--- src/rtl/grf_arb_pkg.sv ---
// Shared types and constants for the GRF write-port arbiter.
// Port indices, side-port count, wait-counter width and the beat bundle.
package grf_arb_pkg;

    localparam logic [1:0] PORT_W   = 2'd0;
    localparam logic [1:0] PORT_MD  = 2'd1;
    localparam logic [1:0] PORT_LD  = 2'd2;
    localparam logic [1:0] SEL_NONE = 2'd3;

    localparam int NUM_SIDE = 2;
    localparam int WAIT_W   = 8;

    typedef struct packed {
        logic [4:0]  addr;
        logic [3:0]  be;
        logic [31:0] data;
        logic [31:0] pc;
    } grf_wbeat_t;

endpackage

--- src/rtl/grf_arb_wait_ctr.sv ---
// Saturating wait counter for one side port (built with GRF_ARB_STARVE_GUARD_EN).
// Ports: clk, rst_n, req, gnt in; starved out (req held and count at MAX_WAIT).
`ifdef GRF_ARB_STARVE_GUARD_EN
module grf_arb_wait_ctr
    import grf_arb_pkg::*;
#(
    parameter int MAX_WAIT = 8
) (
    input  logic clk,
    input  logic rst_n,
    input  logic req,
    input  logic gnt,
    output logic starved
);

    localparam logic [WAIT_W-1:0] LIMIT = WAIT_W'(MAX_WAIT);

    logic [WAIT_W-1:0] count;

    // Gated by req so a stale count never forces a grant nobody asked for.
    assign starved = req && (count == LIMIT);

    always_ff @(posedge clk or negedge rst_n) begin
        if (!rst_n) begin
            count <= '0;
        end else if (!req || gnt) begin
            count <= '0;
        end else if (count != LIMIT) begin
            count <= count + 1'b1;
        end
    end

endmodule
`endif

--- src/rtl/grf_write_arbiter.sv ---
// Arbitrates the GRF write port between W-stage writeback and two side producers.
// Ports: Clk/Clr_n; W_* port 0 in, Stall_W out; S_* side req/payload in, S_Gnt out;
// Out_* registered GRF write. Optional guard macro: GRF_ARB_STARVE_GUARD_EN.
module grf_write_arbiter
    import grf_arb_pkg::*;
#(
    parameter int MAX_WAIT = 8
) (
    input  logic                          Clk,
    input  logic                          Clr_n,
    input  logic [3:0]                    W_WE,
    input  logic [4:0]                    W_Addr,
    input  logic [31:0]                   W_Data,
    input  logic [31:0]                   W_PC,
    output logic                          Stall_W,
    input  logic [1:NUM_SIDE]             S_Req,
    input  logic [1:NUM_SIDE][4:0]        S_Addr,
    input  logic [1:NUM_SIDE][3:0]        S_BE,
    input  logic [1:NUM_SIDE][31:0]       S_Data,
    output logic [1:NUM_SIDE]             S_Gnt,
    output logic [3:0]                    Out_WE,
    output logic [4:0]                    Out_Addr,
    output logic [31:0]                   Out_Data,
    output logic [31:0]                   Out_PC
);

    logic [1:NUM_SIDE] starved;
    logic [1:0]        sel;
    logic              stall_c;
    logic              rr;
    grf_wbeat_t        beat;
    grf_wbeat_t        out_q;

`ifdef GRF_ARB_STARVE_GUARD_EN
    for (genvar i = 1; i <= NUM_SIDE; i++) begin : g_wait
        grf_arb_wait_ctr #(
            .MAX_WAIT (MAX_WAIT)
        ) u_ctr (
            .clk     (Clr_n ? Clk : Clk),
            .rst_n   (Clr_n),
            .req     (S_Req[i]),
            .gnt     (S_Gnt[i]),
            .starved (starved[i])
        );
    end
`else
    logic [7:0] unused_max_wait;
    assign unused_max_wait = 8'(MAX_WAIT);
    assign starved = '0;
`endif

    // rr == 0 favours the multiply/divide port, rr == 1 the load port.
    always_comb begin
        sel     = SEL_NONE;
        stall_c = 1'b0;
        if (Clr_n) begin
            priority case (1'b1)
                (|starved): begin
                    stall_c = 1'b1;
                    if (starved[PORT_MD] && (!starved[PORT_LD] || !rr))
                        sel = PORT_MD;
                    else
                        sel = PORT_LD;
                end
                (|W_WE): begin
                    sel = PORT_W;
                end
                (|S_Req): begin
                    if (S_Req[PORT_MD] && (!rr || !S_Req[PORT_LD]))
                        sel = PORT_MD;
                    else
                        sel = PORT_LD;
                end
                default: begin
                    sel = SEL_NONE;
                end
            endcase
        end
    end

    assign Stall_W         = stall_c;
    assign S_Gnt[PORT_MD]  = (sel == PORT_MD);
    assign S_Gnt[PORT_LD]  = (sel == PORT_LD);

    always_comb begin
        beat = '0;
        unique case (sel)
            PORT_W: begin
                beat = '{addr: W_Addr, be: W_WE, data: W_Data, pc: W_PC};
            end
            PORT_MD: begin
                beat = '{addr: S_Addr[PORT_MD], be: S_BE[PORT_MD],
                         data: S_Data[PORT_MD], pc: 32'h0};
            end
            PORT_LD: begin
                beat = '{addr: S_Addr[PORT_LD], be: S_BE[PORT_LD],
                         data: S_Data[PORT_LD], pc: 32'h0};
            end
            default: begin
                beat = '0;
            end
        endcase
        // r0 is hardwired zero: keep the beat but suppress the write.
        if (beat.addr == 5'd0)
            beat.be = 4'h0;
    end

    always_ff @(posedge Clk or negedge Clr_n) begin
        if (!Clr_n) begin
            out_q <= '0;
            rr    <= 1'b0;
        end else begin
            out_q <= beat;
            if (sel == PORT_MD)
                rr <= 1'b1;
            else if (sel == PORT_LD)
                rr <= 1'b0;
        end
    end

    assign Out_WE   = out_q.be;
    assign Out_Addr = out_q.addr;
    assign Out_Data = out_q.data;
    assign Out_PC   = out_q.pc;

endmodule

--- config.mk ---
export PLATFORM = sky130hd
export DESIGN_NAME = grf_write_arbiter
export DESIGN_NICKNAME = d
export VERILOG_FILES = /design/src/rtl/grf_arb_pkg.sv /design/src/rtl/grf_arb_wait_ctr.sv /design/src/rtl/grf_write_arbiter.sv
export SDC_FILE = /design/constraint.sdc
export NUM_CORES = 1
export LEC_CHECK = 0
export ABC_AREA = 1
export CORE_MARGIN = 2
export CORE_UTILIZATION = 35
export CTS_BUF_LIST = sky130_fd_sc_hd__clkbuf_4 sky130_fd_sc_hd__clkbuf_8 sky130_fd_sc_hd__clkbuf_16
export CTS_CLUSTER_DIAMETER = 30
export DETAILED_ROUTE_END_ITERATION = 7
export HOLD_SLACK_MARGIN = 0.05
export PLACE_DENSITY = 0.8
export SLEW_MARGIN = 30
export SYNTH_ARGS = -nofsm -noshare
export SYNTH_HDL_FRONTEND = slang
export SYNTH_SLANG_ARGS = --single-unit
--- constraint.sdc ---
create_clock -name Clk -period 2.23 [get_ports Clk]
set_clock_uncertainty 0.1 [all_clocks]
set_input_delay 0.223 -clock Clk [delete_from_list [all_inputs] [get_ports Clk]]
set_output_delay 0.223 -clock Clk [all_outputs]
set_load 0.03 [all_outputs]
==> flow_summary.yaml <==
routing:
  wl_met2_um: 5470
  wl_per_cell_um: 13.1
  drcViolationCount: 0
  wl_met1_um: 3940
  drtIter0Drc: 66
  via_count: 3510
  ant_nets: 0
  highest_layer: "met4"
  drt_wl_total_um: 10500
  dr.pass1.iters: 4
  avgViaCountPerCell: 4.38
  met3WireLength_um: 915
place:
  dp_hpwl_um: 8420
  gp_congestion: 0.938
  numPortBuffers: 233
  place_area_um2: 5820
setup_path:
  cp_cell_sequence: "clkdlybuf4s50_1, nor2_2, nand2_1, o21ai_0, buf_4, inv_1, ha_4, buf_8, buf_4"
  cp_slowest_stage_delay_ps: 470
  end_kind: "output pin"
  start_kind: "input port"
  cp_common_cell: "buf_4"
  cp_top_family: "buffers and inverters"
  worstSetupPathType: "input port to output pin"
  arrival_ps: 1800
  crit_path_top_delay_cell: "clkdlybuf4s50_1"
  cp_num_buf_inv: 5
  cp_data_required_time_ps: 1910
  cp_max_fo: 22
global_route:
  grt_usage_pct: 19.8
  antenna_found_initial: 0
  grt_pass1_vias: 3390
  grt_pass1_wl_um: 15600
  grt_overflow: 0
  grt_max_degree: 71
clock_network:
  clk_pin_slew_ps: 80
  cts-buffers-inserted: 9
  htreeDepth: 3
  post_cts_buffers: 0
  clk_latency_ps: 330
  cts_root_buffer: "clkbuf_8"
  cts_sinks: 74
  cts_tree: "yes"
  cts_buffer_depth: 2
sta:
  tightest_slew_ps: 614
  setup-tns-final_ps: 0
  finalSetupViolations: 0
  finalCriticalPeriod_ps: 2120
  hold_viol_final: 0
  timing.slew.headroom_pct: 59.0
  fin_crit_sh_pct: 95.1
  rsz0062_at_grt: "no"
  max_freq_mhz: 472
  slew_viol_final: 0
synthesis:
  synth_commonest_cells: "nand2_1 (199), dfrtp_1 (74), inv_1 (73)"
  ys_ff_latch: 74
  synth-edff-count: 0
  seq_area_frac_synth_pct: 55.3
  avgSynthCellArea_um2: 7.86
  ys_types: 14
  yosysMostFrequentCell: "nand2_1"
  synth_nets: 589
  synthesis.instances: 426
  netlist_area_um2: 3350
  ys.warnings.count: 0
  synthArstFlopShare_pct: 100
  yosysTopAreaCell: "dfrtp_1"
  synth_top_area_share_pct: 55.3
  synth-main-ff-cell: "dfrtp_1"
  synth_area_leaders: "dfrtp_1 (55%), nand2_1 (22%), inv_1 (8.2%), nand3_1 (6.4%), buf_6 (1.7%)"
finish:
  antenna_cells: 0
  drive_gt1_share_pct: 6.10
  nNetsFinal: 830
  design_area_um2: 6050
  areaGrowthSynthToFinish_pct: 80.6
run:
  cap_violations: 0
die:
  rows: 35
  initial_core_util_pct: 36.2
  dieWidth_um: 102
  die_area_um2: 10400
  io_pins: 235
  fp.dieH_um: 102
  core_um2: 9240
power:
  p_leak_nw: 3.18
  p_per_area_nw_per_um2: 561
  peakVddDrop_mv: 0.330
worst_hold_path:
  hp-class: "input port to async pin"
run_status:
  status: "finished clean"
-- path summary, 6_finish.rpt --
| path | startpoint | depth (start not counted) | to | slack, ps |
|---|---|---|---|---|
| max | W_WE[0] | 9 | S_Gnt[1] | 110 |
| min | Clr_n | 2 | rr | 230 |
| max reg2reg | rr | 10 | Out_Data[12] | 250 |
| min reg2reg | rr | 1 | rr | 490 |
| max in group asynchronous | Clr_n | 3 | Out_PC[3] | 1090 |
| min in group Clk | W_PC[14] | 3 | Out_PC[14] | 300 |
-- cell usage in the layout, fill, tap and decap left out, types with 3 or more instances in the layout --
cell | netlist | final
nand3_1 | 43 | 43
clkinvlp_4 | 0 | 3
nand2_1 | 199 | 199
clkbuf_8 | 0 | 9
buf_4 | 6 | 16
inv_1 | 73 | 73
dfrtp_1 | 74 | 74
clkdlybuf4s50_1 | 0 | 230
nor2_1 | 6 | 5
inv_6 | 0 | 4
-- timing repair --
action,CTS,global route
endpoints found under the setup margin,1,1
cloned,0,0
hold endpoints to repair,4,70
hold buffers,1,1
resized for setup,2,4
-- final cells by class --
cell class / count / area, µm²
flip-flops and latches: 74 / 1850
clock inverters: 7 / 57.6
clock buffers: 9 / 124
well taps: 129 / 161
multi-input cells: 258 / 1090
fillers: 736 / 3190
inverters: 73 / 274
repair buffers: 251 / 2490
-- metrics by stage --
step                hold slack (ps)  setup WS (ps)  cells  utilization, %  total power, W
floorplan                      -173            300    426               -         0.00190
global placement              -47.9          -33.5    783            63.0         0.00245
detailed placement            -47.1          -82.7    783            63.0         0.00247
CTS                            79.4           58.5    800            65.1         0.00342
global route                    243           21.8    801            65.5         0.00356
finish                          227            110    801            65.5         0.00339
-- per-layer routing --
metal / vias to the layer above / GRT usage (%)
met2: 168 / 36.5
met1: 1603 / 21.3
met3: 19 / 5.52
li1: 1720 / -
met5: - / 0
met4: 0 / 7.48
-- sequential cells by signal (all words and copies together) (netlist names) --
register,flops
Out_Addr,5
Out_Data,32
Out_PC,32
Out_WE,4
rr,1
-- cell families (layout without fill, tap and decap cells) --
group                    after synthesis  count (layout)  share of synthesized area (%)
multiplexers                           1               1                          0.336
flip-flops                            74              74                           55.3
adder cells (fa/ha/maj)                4               4                           1.49
buffers and inverters                 94             340                           12.7
AO/OA/AOI/OAI                          3               3                          0.448
other                                  1               1                          0.112
AND/OR/NAND/NOR                      249             249                           29.6
-- where the power goes --
group	leakage [nW]	internal [W]	switching, W
registers	0.977	0.00143	0.0000279
clock network	0.0833	0.000419	0.000525
logic	2.12	0.000503	0.000485
total	3.18	0.00235	0.00104
(Power assumes the default switching activity.)
